<file path="src/rtl/pc_gen_if.sv">
// pc_gen_if: fetch/execute-side signal bundle for the program-counter generator.
// The "slave" modport is taken by pc_gen; the "master" modport by whatever
// drives fetch handshakes, redirects and RAS updates.
interface pc_gen_if #(
    parameter int unsigned XLEN = 32
);
    logic            fetch_ready;
    logic            stall;
    logic            redirect_valid;
    logic [1:0]      redirect_src;
    logic [XLEN-1:0] ex_pc;
    logic [XLEN-1:0] imm;
    logic [XLEN-1:0] rs1_data;
    logic [XLEN-1:0] trap_vector;
    logic            ras_push;
    logic            ras_pop;
    logic [XLEN-1:0] pc_o;
    logic            pc_valid;
    logic            flush_o;
    logic            misalign_o;
    logic            fault_o;
    logic [XLEN-1:0] ras_top;
    logic            ras_empty;

    modport master (
        output fetch_ready, stall, redirect_valid, redirect_src, ex_pc, imm,
               rs1_data, trap_vector, ras_push, ras_pop,
        input  pc_o, pc_valid, flush_o, misalign_o, fault_o, ras_top, ras_empty
    );

    modport slave (
        input  fetch_ready, stall, redirect_valid, redirect_src, ex_pc, imm,
               rs1_data, trap_vector, ras_push, ras_pop,
        output pc_o, pc_valid, flush_o, misalign_o, fault_o, ras_top, ras_empty
    );
endinterface

</file>
<file path="src/rtl/pc_gen.sv">
// pc_gen: fetch-stage program-counter generator.
// Owns the fetch PC, advances it by 4 on accepted fetches, applies execute
// redirects (trap > branch/JALR > stall > sequential), traps misaligned
// targets into a FAULT state, and optionally predicts returns with a RAS.
// Optional feature: define PC_GEN_RAS_EN to build the return-address stack.
module pc_gen #(
    parameter int unsigned     XLEN         = 32,
    parameter logic [XLEN-1:0] RESET_VECTOR = '0,
    parameter int unsigned     RAS_DEPTH    = 4
) (
    input  logic    clk,
    input  logic    rst_n,
    pc_gen_if.slave bus
);

    typedef enum logic [1:0] {
        BOOT  = 2'd0,
        RUN   = 2'd1,
        FAULT = 2'd2
    } state_t;

    state_t          state;
    logic [XLEN-1:0] pc_q;
    logic            pc_valid_q;
    logic            flush_q;
    logic            misalign_q;
    logic            fault_q;

    logic            is_trap;
    logic            is_jump;
    logic [XLEN-1:0] jalr_sum;
    logic [XLEN-1:0] target;
    logic            target_misaligned;

    assign is_trap = bus.redirect_valid && (bus.redirect_src == 2'b11);
    assign is_jump = bus.redirect_valid &&
                     ((bus.redirect_src == 2'b01) || (bus.redirect_src == 2'b10));
    assign jalr_sum = bus.rs1_data + bus.imm;

    // Redirect target for branch (ex_pc+imm) or JALR ((rs1+imm) with bit0 cleared).
    // NOTE: every always_comb output gets a default first so no latch is inferred.
    always_comb begin
        target = bus.ex_pc + bus.imm;
        if (bus.redirect_src == 2'b10) begin
            target = {jalr_sum[XLEN-1:1], 1'b0};
        end
    end

    assign target_misaligned = (target[1:0] != 2'b00);

    // Control FSM with registered PC and status outputs.
    // NOTE: sequential state uses non-blocking assignments only, so every
    // register samples pre-edge values regardless of statement order.
    always_ff @(posedge clk or negedge rst_n) begin
        if (!rst_n) begin
            state      <= BOOT;
            pc_q       <= RESET_VECTOR;
            pc_valid_q <= 1'b0;
            flush_q    <= 1'b0;
            misalign_q <= 1'b0;
            fault_q    <= 1'b0;
        end else begin
            flush_q    <= 1'b0;
            misalign_q <= 1'b0;
            unique case (state)
                BOOT: begin
                    state      <= RUN;
                    pc_valid_q <= 1'b1;
                    if (is_trap) begin
                        pc_q    <= bus.trap_vector;
                        flush_q <= 1'b1;
                    end
                end
                RUN: begin
                    if (is_trap) begin
                        pc_q    <= bus.trap_vector;
                        flush_q <= 1'b1;
                    end else if (is_jump && target_misaligned) begin
                        state      <= FAULT;
                        misalign_q <= 1'b1;
                        fault_q    <= 1'b1;
                        pc_valid_q <= 1'b0;
                    end else if (is_jump) begin
                        pc_q    <= target;
                        flush_q <= 1'b1;
                    end else if (!bus.stall && bus.fetch_ready) begin
                        pc_q <= pc_q + XLEN'(4);
                    end
                end
                FAULT: begin
                    if (is_trap) begin
                        state      <= RUN;
                        pc_q       <= bus.trap_vector;
                        flush_q    <= 1'b1;
                        fault_q    <= 1'b0;
                        pc_valid_q <= 1'b1;
                    end
                end
                default: begin
                    state      <= BOOT;
                    pc_valid_q <= 1'b0;
                    fault_q    <= 1'b0;
                end
            endcase
        end
    end

    assign bus.pc_o       = pc_q;
    assign bus.pc_valid   = pc_valid_q;
    assign bus.flush_o    = flush_q;
    assign bus.misalign_o = misalign_q;
    assign bus.fault_o    = fault_q;

`ifdef PC_GEN_RAS_EN
    localparam int unsigned    PTR_W    = $clog2(RAS_DEPTH);
    localparam int unsigned    CNT_W    = $clog2(RAS_DEPTH + 1);
    localparam logic [CNT_W-1:0] CNT_FULL = CNT_W'(RAS_DEPTH);

    logic [XLEN-1:0]  ras_mem [RAS_DEPTH];
    logic [PTR_W-1:0] ras_ptr;
    logic [PTR_W-1:0] ras_ptr_nxt;
    logic [PTR_W-1:0] ras_ptr_dec;
    logic [PTR_W-1:0] ras_wr_ptr;
    logic [CNT_W-1:0] ras_cnt;
    logic [CNT_W-1:0] ras_cnt_nxt;
    logic [XLEN-1:0]  ras_ret;
    logic [XLEN-1:0]  ras_top_q;
    logic [XLEN-1:0]  ras_top_nxt;
    logic             ras_empty_q;
    logic             do_push;
    logic             do_pop;

    // Stack updates are accepted only while running; a trap wins over both.
    assign do_push     = (state == RUN) && bus.ras_push && !is_trap;
    assign do_pop      = (state == RUN) && bus.ras_pop && !is_trap;
    assign ras_ret     = bus.ex_pc + XLEN'(4);
    assign ras_ptr_dec = ras_ptr - PTR_W'(1);

    // Next pointer, occupancy and top-of-stack value.  A push always lands one
    // slot above the top, which on a full stack is the oldest entry.
    always_comb begin
        ras_ptr_nxt = ras_ptr;
        ras_cnt_nxt = ras_cnt;
        ras_wr_ptr  = ras_ptr + PTR_W'(1);
        ras_top_nxt = ras_top_q;
        if (is_trap) begin
            ras_cnt_nxt = '0;
            ras_top_nxt = '0;
        end else if (do_push && do_pop) begin
            ras_wr_ptr = ras_ptr;
            if (ras_cnt != '0) begin
                ras_top_nxt = ras_ret;
            end
        end else if (do_push) begin
            ras_ptr_nxt = ras_ptr + PTR_W'(1);
            ras_top_nxt = ras_ret;
            if (ras_cnt != CNT_FULL) begin
                ras_cnt_nxt = ras_cnt + CNT_W'(1);
            end
        end else if (do_pop && (ras_cnt != '0)) begin
            ras_ptr_nxt = ras_ptr_dec;
            ras_cnt_nxt = ras_cnt - CNT_W'(1);
            ras_top_nxt = (ras_cnt == CNT_W'(1)) ? '0 : ras_mem[ras_ptr_dec];
        end
    end

    // RAS pointer, occupancy and registered top/empty outputs.
    always_ff @(posedge clk or negedge rst_n) begin
        if (!rst_n) begin
            ras_ptr     <= '0;
            ras_cnt     <= '0;
            ras_top_q   <= '0;
            ras_empty_q <= 1'b1;
        end else begin
            ras_ptr     <= ras_ptr_nxt;
            ras_cnt     <= ras_cnt_nxt;
            ras_top_q   <= ras_top_nxt;
            ras_empty_q <= (ras_cnt_nxt == '0);
        end
    end

    // Return-address storage.
    // NOTE: the storage array has no reset; occupancy alone decides validity.
    always_ff @(posedge clk) begin
        if (do_push) begin
            ras_mem[ras_wr_ptr] <= ras_ret;
        end
    end

    assign bus.ras_top   = ras_top_q;
    assign bus.ras_empty = ras_empty_q;
`else
    logic unused_ras;
    assign unused_ras    = ^{bus.ras_push, bus.ras_pop, RAS_DEPTH[0]};
    assign bus.ras_top   = '0;
    assign bus.ras_empty = 1'b1;
`endif

endmodule

</file>
<file path="src/flat_wrapper.sv">
// flat-port wrapper written by rule: the top's interface ports become plain ports
module pc_gen_flat 
#(
    parameter int unsigned     XLEN         = 32,
    parameter logic [XLEN-1:0] RESET_VECTOR = '0,
    parameter int unsigned     RAS_DEPTH    = 4
)
  (clk, rst_n, bus_fetch_ready, bus_stall, bus_redirect_valid, bus_redirect_src, bus_ex_pc, bus_imm, bus_rs1_data, bus_trap_vector, bus_ras_push, bus_ras_pop, bus_pc_o, bus_pc_valid, bus_flush_o, bus_misalign_o, bus_fault_o, bus_ras_top, bus_ras_empty);
  pc_gen_if #(.XLEN(XLEN)) bus_i ();
  input  logic clk;
  input  logic rst_n;
  input wire logic [$bits(bus_i.fetch_ready)-1:0] bus_fetch_ready;
  input wire logic [$bits(bus_i.stall)-1:0] bus_stall;
  input wire logic [$bits(bus_i.redirect_valid)-1:0] bus_redirect_valid;
  input wire logic [$bits(bus_i.redirect_src)-1:0] bus_redirect_src;
  input wire logic [$bits(bus_i.ex_pc)-1:0] bus_ex_pc;
  input wire logic [$bits(bus_i.imm)-1:0] bus_imm;
  input wire logic [$bits(bus_i.rs1_data)-1:0] bus_rs1_data;
  input wire logic [$bits(bus_i.trap_vector)-1:0] bus_trap_vector;
  input wire logic [$bits(bus_i.ras_push)-1:0] bus_ras_push;
  input wire logic [$bits(bus_i.ras_pop)-1:0] bus_ras_pop;
  output wire logic [$bits(bus_i.pc_o)-1:0] bus_pc_o;
  output wire logic [$bits(bus_i.pc_valid)-1:0] bus_pc_valid;
  output wire logic [$bits(bus_i.flush_o)-1:0] bus_flush_o;
  output wire logic [$bits(bus_i.misalign_o)-1:0] bus_misalign_o;
  output wire logic [$bits(bus_i.fault_o)-1:0] bus_fault_o;
  output wire logic [$bits(bus_i.ras_top)-1:0] bus_ras_top;
  output wire logic [$bits(bus_i.ras_empty)-1:0] bus_ras_empty;
  assign bus_i.fetch_ready = bus_fetch_ready;
  assign bus_i.stall = bus_stall;
  assign bus_i.redirect_valid = bus_redirect_valid;
  assign bus_i.redirect_src = bus_redirect_src;
  assign bus_i.ex_pc = bus_ex_pc;
  assign bus_i.imm = bus_imm;
  assign bus_i.rs1_data = bus_rs1_data;
  assign bus_i.trap_vector = bus_trap_vector;
  assign bus_i.ras_push = bus_ras_push;
  assign bus_i.ras_pop = bus_ras_pop;
  assign bus_pc_o = bus_i.pc_o;
  assign bus_pc_valid = bus_i.pc_valid;
  assign bus_flush_o = bus_i.flush_o;
  assign bus_misalign_o = bus_i.misalign_o;
  assign bus_fault_o = bus_i.fault_o;
  assign bus_ras_top = bus_i.ras_top;
  assign bus_ras_empty = bus_i.ras_empty;
  pc_gen #(.XLEN(XLEN), .RESET_VECTOR(RESET_VECTOR), .RAS_DEPTH(RAS_DEPTH)) u_core (.clk(clk), .rst_n(rst_n), .bus(bus_i));
endmodule
</file>
<file path="config.mk">
export PLATFORM = sky130hd
export DESIGN_NAME = pc_gen_flat
export DESIGN_NICKNAME = d
export VERILOG_FILES = /design/src/rtl/pc_gen_if.sv /design/src/rtl/pc_gen.sv /design/src/flat_wrapper.sv
export SDC_FILE = /design/constraint.sdc
export NUM_CORES = 1
export LEC_CHECK = 0
export CORE_ASPECT_RATIO = 1.5
export CORE_MARGIN = 3
export CORE_UTILIZATION = 44
export DETAILED_ROUTE_END_ITERATION = 7
export HOLD_SLACK_MARGIN = 0.12
export PLACE_DENSITY = 0.79
export SKIP_CTS_REPAIR_TIMING = 1
export SYNTH_ARGS = -nofsm -noshare
export SYNTH_HDL_FRONTEND = slang
export SYNTH_SLANG_ARGS = --single-unit
</file>
<file path="constraint.sdc">
create_clock -name clk -period 2 [get_ports clk]
set_input_delay 0.6 -clock clk [delete_from_list [all_inputs] [get_ports clk]]
set_output_delay 0.6 -clock clk [all_outputs]
set_load 0.02 [all_outputs]
</file>
==> out/metrics.cfg, run 1 <==
[status]
outcome=finished with violations
failed_checks=setup timing

[setup_path]
cp_data_arrival_time_ps=3410
crit_slowest_cell=a2111oi_4
setup.worst_path.end_class=flip-flop
crit_buf_inv=2
critPathKind=in -> reg
slowest_delay_ps=710
crit_path_start=bus_rs1_data[1]
worstPathRequired_ps=2170
crit_path_cell_trace=clkbuf_2 > ha_4 > nand4_1 > a2111oi_4 > a211oi_4 > buf_4 > nor2_1 > a21oi_1 > xnor2_1 > a211oi_2 > o31ai_4
start_kind=input pin
ff2ff_setup_slack_ps=-430
r2r_start=u_core.bus.pc_o[17]
cp_max_fo=3
critPathTopFamily=compound AO/OA/AOI/OAI gates

[logic_synthesis]
synth_seq_area_share_pct=14.46
synth_cells=873
ys_types=90
synth_edf_count=0
syn_avg_cell_area_um2=7.532
ys_ff_latch=38
netlist_area_mm2=0.006575
synthArstFlopShare_pct=100.0
ys.flop_type=dfrtp_1
yosys_warnings=0

[grt]
grtUsageMet1_pct=35.55
met2_usage_pct=57.27
grt_max_degree=32
grt.busiest_layer=met2
first_global_vias=8459
grt_pass1_wl_mm=41.51
grt_use_met3_pct=2.940
globalRouteOverflowTotal=0
antenna_found_initial=1
grt_usage_pct=30.68

[sta]
max_freq_ghz=0.3090
setup_slack_ps=-1237
maxSlewViolCount=0
tns_ps=-28660
setup_viol=36
skew_ps=3.527
timing.final.crit_share_pct=161.8
rsz0062_at_grt=yes
hold_viol=0
timing.slew.headroom_pct=45.24
min_period_ps=3237
worst_pin_slew_ps=812.8

[cells_and_area]
seq_area_um2=950.9
fin_nets=1517
multiInputGateArea_mm2=0.006718
area_delta_synth_final_pct=89.32
finish.utilization_pct=85.30
layout-drive-gt1-share_pct=43.30
fill_cells=702

[placed_design]
pre_cts_ws_ps=-1558
port_buffers=170
hpwl_mm=21.77
place_congestion=0.9331

[power_and_ir_drop]
p_per_area_mw_per_mm2=776.2
peakVddDrop_uv=584.8
finalPower_w=0.009662
power.leakage_nw=5.867

[detailed_routing]
ant_nets=0
viasPerCell=6.614
post-route-drc-count=0
vias=9993
wl_mm=38.48
first_iter_violations=1051
post_drt_wl_per_cell_um=25.47
detail_route.first_pass.iterations=6

[cts]
cts_sinks=38
htree_levels=2
cts_buffer_depth=2
root_buffer=clkbuf_16
worstSkewPairLatency_ps=290
clkTransAtPathRegs_ps=60
cts_buffers=5
tritoncts=yes

[floorplanning]
core_mm2=0.01459
die_h_um=155.7
boundaryPins=206
fp.dieW_um=105.8
initial_utilization_pct=45.05
die_area_mm2=0.01648
rows=54

[flow_run]
drv_cap=0

[hold_path]
hold_path_class=in -> async

-- worst paths after layout --
| check | end | depth (start not counted) |
|---|---|---|
| worst max-delay path | u_core.bus.pc_o[13] | 11 |
| worst min-delay path | u_core.bus.pc_o[0] | 1 |
| worst max register to register | u_core.bus.pc_o[30] | 9 |
| worst min register to register | u_core.bus.pc_o[1] | 2 |
| max in group asynchronous | u_core.state[0] | 2 |
| min in group clk | u_core.bus.pc_o[1] | 2 |
-- layout make-up --
type                    count  share of cell area [%]
multi-input cells         775                   53.97
repair buffers            473                   34.71
flip-flops and latches     38                   7.639
well taps                 196                   1.970
clock buffers               7                   1.065
inverters                  21                  0.6332
diodes                      1                 0.02010
-- placed cells by master, fill, tap and decap left out, types with 33 or more instances in the layout --
master,count
clkdlybuf4s50_1,78
dfrtp_1,38
nor2_1,68
a21oi_1,60
buf_4,274
xnor2_1,44
dlymetal6s2s_1,76
nand2_1,70
ha_4,44
conb_1,33
-- state kept, by name (all words and copies together), names as in the netlist --
name	count
u_core.state	2
u_core.bus.pc_valid	1
u_core.bus.pc_o	32
u_core.bus.flush_o	1
u_core.bus.fault_o	1
u_core.bus.misalign_o	1
-- synth_stat cells (10+ instances only) --
| cell | n | area (um^2) |
|---|---|---|
| nor2_1 | 73 | 274.0 |
| o21ai_1 | 16 | 80.08 |
| nand3_1 | 27 | 135.1 |
| a211oi_1 | 10 | 75.07 |
| inv_1 | 21 | 78.83 |
| dfrtp_1 | 38 | 950.9 |
| nand4_1 | 10 | 62.56 |
| nor3_1 | 13 | 65.06 |
| buf_4 | 35 | 262.8 |
| a21oi_1 | 97 | 485.5 |
| xor2_1 | 19 | 166.4 |
| o21ai_0 | 46 | 230.2 |
| o211ai_1 | 13 | 97.59 |
| a21o_1 | 30 | 225.2 |
| a31oi_1 | 16 | 100.1 |
| clkbuf_1 | 22 | 82.58 |
| nand2b_1 | 11 | 68.82 |
| ha_1 | 64 | 800.8 |
| xnor2_1 | 46 | 402.9 |
| o221ai_1 | 15 | 131.4 |
| nand2_1 | 83 | 311.6 |
| and3_1 | 13 | 81.33 |
| o22ai_1 | 15 | 93.84 |
-- routing by layer --
metal	up-vias	wire [um]	share of wire (%)
met2	916	18030	47
met3	399	4388	11
met1	4588	11770	31
met5	-	0	0
met4	0	4293	11
li1	4090	-	-
-- worst register-to-register path, delay by kind of cell, from the launching register on --
family	cells	cell delay, ps
and+or+nand+nor	6	1490
DFF	1	350
AOI/OAI and AO/OA	3	490
-- cells by family (layout without fill, tap and decap cells) --
| family | count (synthesis) | in the layout | synth area share [%] |
|---|---|---|---|
| AO/OA/AOI/OAI | 336 | 338 | 35.26 |
| AND/OR/NAND/NOR | 270 | 270 | 19.77 |
| buffers and inverters | 93 | 501 | 8.487 |
| adder cells (fa/ha/maj) | 66 | 66 | 12.79 |
| XOR/XNOR | 65 | 65 | 8.658 |
| flip-flops | 38 | 38 | 14.46 |
| multiplexers | 3 | 3 | 0.4567 |
| other | 2 | 34 | 0.1142 |
-- metrics by stage --
stage	hold slack [ps]	instances	instance area (um^2)
after CTS	291.1	1475	10560
after detailed placement	477.7	1468	10430
after global routing	317.8	1510	12450
final	304.2	1511	12450
after global placement	471.4	1468	10430
after floorplan	304.4	904	6977
-- report_power, final --
part           switching (W)  internal, W
clock network       0.000324     0.000457
registers           0.000397      0.00111
logic                0.00391      0.00346
total                0.00463      0.00503
(Power assumes the default switching activity.)
==> run 2, diff against run 1 <==
- SKIP_CTS_REPAIR_TIMING: 1 -> not set
==> run 2 against run 1 <==
The flow finishes with violations (DRC, setup timing). Clock power grew 2%. Combinational power grew 3.7%. Power grew 3.0%. Global-route usage grew 11 points. Fmax grew 9.4%. Register-to-register slack lost 30 ps. Worst setup slack gained 280 ps. Sequential power is essentially flat. Critical endpoint is now u_core.bus.pc_o[7]. Highest routed layer is now met5.
==> out/metrics.cfg, run 2 (same netlist as run 1, synthesis figures left out) <==
[grt]
grt_max_degree=32  ; unchanged
grt_usage_pct=41.87  ; was 30.68%
globalRouteOverflowTotal=0  ; unchanged
grt_pass1_wl_mm=54.99  ; was 41.51 mm
first_global_vias=10410  ; was 8459
antenna_found_initial=0  ; was 1

[setup_path]
reg2reg_to=u_core.bus.pc_o[27]  ; was u_core.bus.pc_o[30]
crit_path_start=bus_imm[2]  ; was bus_rs1_data[1]
critPathKind=in -> reg  ; unchanged
ff2ff_setup_slack_ps=-460  ; was -430 ps
worstPathRequired_ps=2230  ; was 2170 ps
r2r_start=u_core.bus.pc_o[5]  ; was u_core.bus.pc_o[17]
reg2regPathDepth=10  ; was 9
setup.worst_path.end_class=flip-flop  ; unchanged
start_kind=input pin  ; unchanged
cp_max_fo=4  ; was 3
cp_data_arrival_time_ps=3190  ; was 3410 ps

[flow_run]
drv_cap=0  ; unchanged

[detailed_routing]
detail_route.first_pass.iterations=8  ; was 6
vias=10770  ; was 9993
ant_nets=0  ; unchanged
first_iter_violations=1499  ; was 1051
post_drt_wl_per_cell_um=27.88  ; was 25.47 um
wl_mm=42.82  ; was 38.48 mm
post-route-drc-count=8  ; was 0
viasPerCell=7.012  ; was 6.614

[placed_design]
hpwl_mm=21.77  ; unchanged
place_congestion=0.9331  ; unchanged
port_buffers=170  ; unchanged

[sta]
skew_ps=6.335  ; was 3.527 ps
timing.slew.headroom_pct=45.83  ; was 45.24%
timing.final.crit_share_pct=148.0  ; was 161.8%
maxSlewViolCount=0  ; unchanged
hold_viol=0  ; unchanged
holdWs_ps=282.9  ; was 304.2 ps
worst_pin_slew_ps=806.7  ; was 812.8 ps
setup_viol=37  ; was 36
rsz0062_at_grt=yes  ; unchanged
max_freq_ghz=0.3379  ; was 0.3090 GHz
setup_slack_ps=-959.6  ; was -1237 ps
min_period_ps=2960  ; was 3237 ps

[cells_and_area]
multiInputGateArea_mm2=0.006949  ; was 0.006718 mm^2
layout-drive-gt1-share_pct=49.25  ; was 43.30%
seq_area_um2=950.9  ; unchanged
diodes=0  ; was 1
area_delta_synth_final_pct=92.07  ; was 89.32%
largest_reg_flops=32  ; unchanged
final_cell_mix=293 x buf_4, 72 x clkdlybuf4s50_1, 65 x nand2_1, 60 x nor2_1, 52 x a21oi_1  ; was 274 x buf_4, 78 x clkdlybuf4s50_1, 76 x dlymetal6s2s_1, 70 x nand2_1, 68 x nor2_1
fill_cells=685  ; was 702
fin_nets=1543  ; was 1517
final_common_cell=buf_4  ; unchanged

[cts]
root_buffer=clkbuf_16  ; unchanged
cts_buffers=5  ; unchanged
cts.hold.buffers_added=0
worstSkewPairLatency_ps=300  ; was 290 ps
cts_buffer_depth=2  ; unchanged
clkTransAtPathRegs_ps=60  ; about the same
cts_sinks=38  ; unchanged
htree_levels=2  ; unchanged
tritoncts=yes  ; unchanged

[status]
failed_checks=DRC, setup timing  ; was setup timing
outcome=finished with violations  ; unchanged

[power_and_ir_drop]
peakVddDrop_uv=517.0  ; was 584.8 uV
p_per_area_mw_per_mm2=787.9  ; was 776.2 mW/mm^2
finalPower_w=0.009950  ; was 0.009662 W
power.leakage_nw=5.484  ; was 5.867 nW

[floorplanning]
die_area_mm2=0.01648  ; unchanged
core_mm2=0.01459  ; unchanged
initial_utilization_pct=45.05  ; unchanged
fp.dieW_um=105.8  ; unchanged
rows=54  ; unchanged
boundaryPins=206  ; unchanged
die_h_um=155.7  ; unchanged

[hold_path]
hold_path_class=in -> async  ; unchanged

==> run 2: power by group <==
part | internal (W) | leakage (nW) | switching [W] | total [W]
registers | 0.00111 | 0.440 | 0.000398 | 0.00151
logic | 0.00346 | 4.98 | 0.00418 | 0.00764
clock network | 0.000457 | 0.0640 | 0.000341 | 0.000798
total | 0.00503 | 5.48 | 0.00492 | 0.00995
==> run 2: critical path: stages <==
cell and delay [ps]:
buf_8 100, ha_4 300, nand4_1 230, buf_4 240, buf_4 130, nand2_1 120, a21oi_2 110, xnor2_1 570
a21oi_1 230, o21ai_0 190, o221ai_1 210, a21oi_2 160
==> run 2: worst max path at each step <==
| stage | cells after the start | end |
|---|---|---|
| after floorplan | 12 | u_core.bus.pc_o[26] |
| after global placement | 14 | u_core.bus.pc_o[31] |
| after detailed placement | 14 | u_core.bus.pc_o[31] |
| after CTS | 10 | u_core.bus.pc_o[26] |
| after global routing | 11 | u_core.bus.pc_o[21] |
| final | 12 | u_core.bus.pc_o[7] |
==> run 2: repair_timing <==
action	in CTS	in global routing
cloned	4	1
setup endpoints to repair	49	42
resized for setup	426	130
buffers inserted	49	15
pin swaps	151	86
==> run 2: area by class of cell <==
type                            instances  area share, %
Clock buffer                            7          1.050
Sequential cell                        38          7.530
Tap cell                              196          1.942
Inverter                               21         0.6242
Timing Repair Buffer                  499          33.83
Multi-Input combinational cell        775          55.03
==> run 2: through the flow <==
stage          worst slack, ps  instances  setup TNS [ps]  area (um^2)  util (%)
4_1_cts                 -738.1       1524          -18050        12030     82.41
6_report                -959.6       1536          -25160        12630     86.53
5_1_grt                  -1071       1536          -26630        12630     86.53
2_1_floorplan           -680.1        904          -18260         6977         -
3_5_place_dp             -1558       1468          -49480        10430     71.47
3_3_place_gp             -1482       1468          -47360        10430     71.47
==> run 2: layer usage <==
layer,wire length [um],global-route usage [%]
met1,12980,42.95
met2,18700,72.81
met3,5469,9.607
met4,5635,33.27
met5,36,0
==> run 3, diff against run 2 <==
==> constraint.sdc (replaced) <==
create_clock -name clk -period 2 [get_ports clk]
set_input_delay 0.4 -clock clk [delete_from_list [all_inputs] [get_ports clk]]
set_output_delay 0.4 -clock clk [all_outputs]
set_load 0.02 [all_outputs]
==> run 3 against run 2 <==
The run still ends with DRC, setup timing left. Utilization rose by 0.35 points. Largest power group unchanged. Global-route usage down 3.6 points. First-iteration DRC count down 3.0%. Critical path depth is the same. Register-to-register slack improved by 40 ps. Non-clock buffer count increased by 11. Cell count is 0.65% higher. Design area increased by 0.41%. Power is 0.26% higher. Highest routed layer unchanged. Count of clock-buffer cells in the layout is the same. Worst hold slack better by 220 ps. Worst setup slack got worse by 120 ps.
==> out/metrics.cfg, run 3 (same netlist as run 1, synthesis figures left out) <==
[power_and_ir_drop]
p_per_area_mw_per_mm2=786.7  ; was 787.9 mW/mm^2
power.leakage_nw=5.477  ; was 5.484 nW
peakVddDrop_uv=844.5  ; was 517.0 uV

[detailed_routing]
first_iter_violations=1454  ; was 1499
viasPerCell=7.032  ; was 7.012
post_drt_wl_per_cell_um=28.46  ; was 27.88 um
detail_route.first_pass.iterations=8  ; unchanged
wl_mm=44.00  ; was 42.82 mm
ant_nets=0  ; unchanged
post-route-drc-count=4  ; was 8
vias=10870  ; was 10770

[sta]
hold_viol=0  ; unchanged
min_period_ps=3081  ; was 2960 ps
setup_slack_ps=-1081  ; was -959.6 ps
timing.final.crit_share_pct=154.1  ; was 148.0%
setup_viol=37  ; unchanged
rsz0062_at_grt=yes  ; unchanged
timing.slew.headroom_pct=44.08  ; was 45.83%
max_freq_ghz=0.3245  ; was 0.3379 GHz
skew_ps=6.792  ; was 6.335 ps
maxSlewViolCount=0  ; unchanged
worst_pin_slew_ps=835.1  ; was 806.7 ps
tns_ps=-20990  ; was -25160 ps

[grt]
grt_max_degree=26  ; was 32
first_global_vias=9841  ; was 10410
globalRouteOverflowTotal=0  ; unchanged
antenna_found_initial=1  ; was 0
grt_usage_pct=38.31  ; was 41.87%
grt_pass1_wl_mm=50.83  ; was 54.99 mm

[placed_design]
place_congestion=0.9673  ; was 0.9331
port_buffers=170  ; unchanged
dpl-instance-area_mm2=0.01048  ; was 0.01043 mm^2
hpwl_mm=21.76  ; was 21.77 mm

[floorplanning]
fp.dieW_um=105.8  ; unchanged
die_h_um=155.7  ; unchanged
die_area_mm2=0.01648  ; unchanged
core_mm2=0.01459  ; unchanged
rows=54  ; unchanged
boundaryPins=206  ; unchanged
initial_utilization_pct=45.05  ; unchanged

[cells_and_area]
seq_area_um2=950.9  ; unchanged
largest_reg_flops=32  ; unchanged
area_delta_synth_final_pct=92.85  ; was 92.07%
final_area_mm2=0.01268  ; was 0.01263 mm^2
final_cell_mix=298 x buf_4, 91 x clkdlybuf4s50_1, 67 x nand2_1, 58 x nor2_1, 49 x a21oi_1  ; was 293 x buf_4, 72 x clkdlybuf4s50_1, 65 x nand2_1, 60 x nor2_1, 52 x a21oi_1
finish.utilization_pct=86.88  ; was 86.53%
multiInputGateArea_mm2=0.006948  ; was 0.006949 mm^2
diodes=0  ; unchanged
layout-drive-gt1-share_pct=49.93  ; was 49.25%
final_common_cell=buf_4  ; unchanged
fill_cells=660  ; was 685
fin_nets=1553  ; was 1543

[hold_path]
hold_path_class=reg -> reg  ; was in -> async

[setup_path]
critPathKind=in -> reg  ; unchanged
endpoint=u_core.bus.pc_o[10]  ; was u_core.bus.pc_o[7]
ff2ff_setup_slack_ps=-420  ; was -460 ps
worstPathRequired_ps=2180  ; was 2230 ps
reg2regPathDepth=10  ; unchanged
cp_max_fo=2  ; was 4
setup.worst_path.end_class=flip-flop  ; unchanged
reg2reg_to=u_core.bus.pc_o[27]  ; unchanged
cp_data_arrival_time_ps=3260  ; was 3190 ps
start_kind=input pin  ; unchanged
r2r_start=u_core.bus.pc_o[6]  ; was u_core.bus.pc_o[5]
crit_path_start=bus_imm[3]  ; was bus_imm[2]

[cts]
tritoncts=yes  ; unchanged
htree_levels=2  ; unchanged
cts_buffers=5  ; unchanged
cts_sinks=38  ; unchanged
root_buffer=clkbuf_16  ; unchanged
clkTransAtPathRegs_ps=60  ; about the same
cts_buffer_depth=2  ; unchanged
worstSkewPairLatency_ps=290  ; was 300 ps

[status]
failed_checks=DRC, setup timing  ; unchanged
outcome=finished with violations  ; unchanged

[flow_run]
drv_cap=0  ; unchanged

## run 3: per-stage QoR
stage / total power, W / worst slack [ps] / std cells / hold slack, ps
final: 0.009975 / -1081 / 1546 / 506.4
after global routing: 0.01015 / -1174 / 1546 / 537.4
after CTS: 0.008334 / -522.7 / 1519 / 510.7
after detailed placement: 0.006943 / -1326 / 1474 / 394.3
after global placement: 0.006831 / -1256 / 1474 / 384.5
after floorplan: 0.004370 / -480.1 / 904 / 104.4
## run 3: worst max-delay path, cell delays in order
cell and delay, ps:
buf_8 100, buf_6 110, ha_4 210, o211ai_1 670, a21oi_4 90, a211o_1 310
a31o_4 250, a21o_4 200, a21oi_2 130, xor2_1 280, o211ai_1 220, a32o_1 280
## run 3: layout make-up
class                   instances  share of cell area (%)
clock buffers                   7                   1.046
inverters                      21                  0.6217
multi-input cells             774                   54.80
flip-flops and latches         38                   7.499
well taps                     196                   1.934
repair buffers                510                   34.10
## run 3: what timing repair did
item,4_1_cts,5_1_grt
endpoints found under the setup margin,38,34
gates resized for setup,431,136
endpoints found under the hold margin,19,0
cloned,0,4
buffers inserted,42,27
hold buffers,1,0
pin swaps,185,125
## run 3: metal layers
layer  GRT usage, %  vias up  share of wire [%]
met5              0        -              0.030
met4          28.52        2                 13
met3          7.205      590                 13
met2          67.91     1267                 44
met1          39.97     4864                 30
li1               -     4148                  -
## run 3: worst min path at each step
stage / startpoint / end / slack [ps] / cells after the start
after floorplan: rst_n / u_core.bus.fault_o / 100 / 0
after global placement: rst_n / u_core.bus.flush_o / 380 / 1
after detailed placement: rst_n / u_core.bus.flush_o / 390 / 1
after CTS: u_core.bus.pc_o[0] / u_core.bus.pc_o[0] / 510 / 2
after global routing: u_core.bus.pc_o[1] / u_core.bus.pc_o[1] / 540 / 2
final: u_core.bus.pc_o[1] / u_core.bus.pc_o[1] / 510 / 2
## run 3: report_power, final
part           total [W]  internal [W]  switching [W]
Clock           0.000797      0.000458       0.000339
Sequential       0.00148       0.00111       0.000368
Combinational    0.00770       0.00352        0.00418
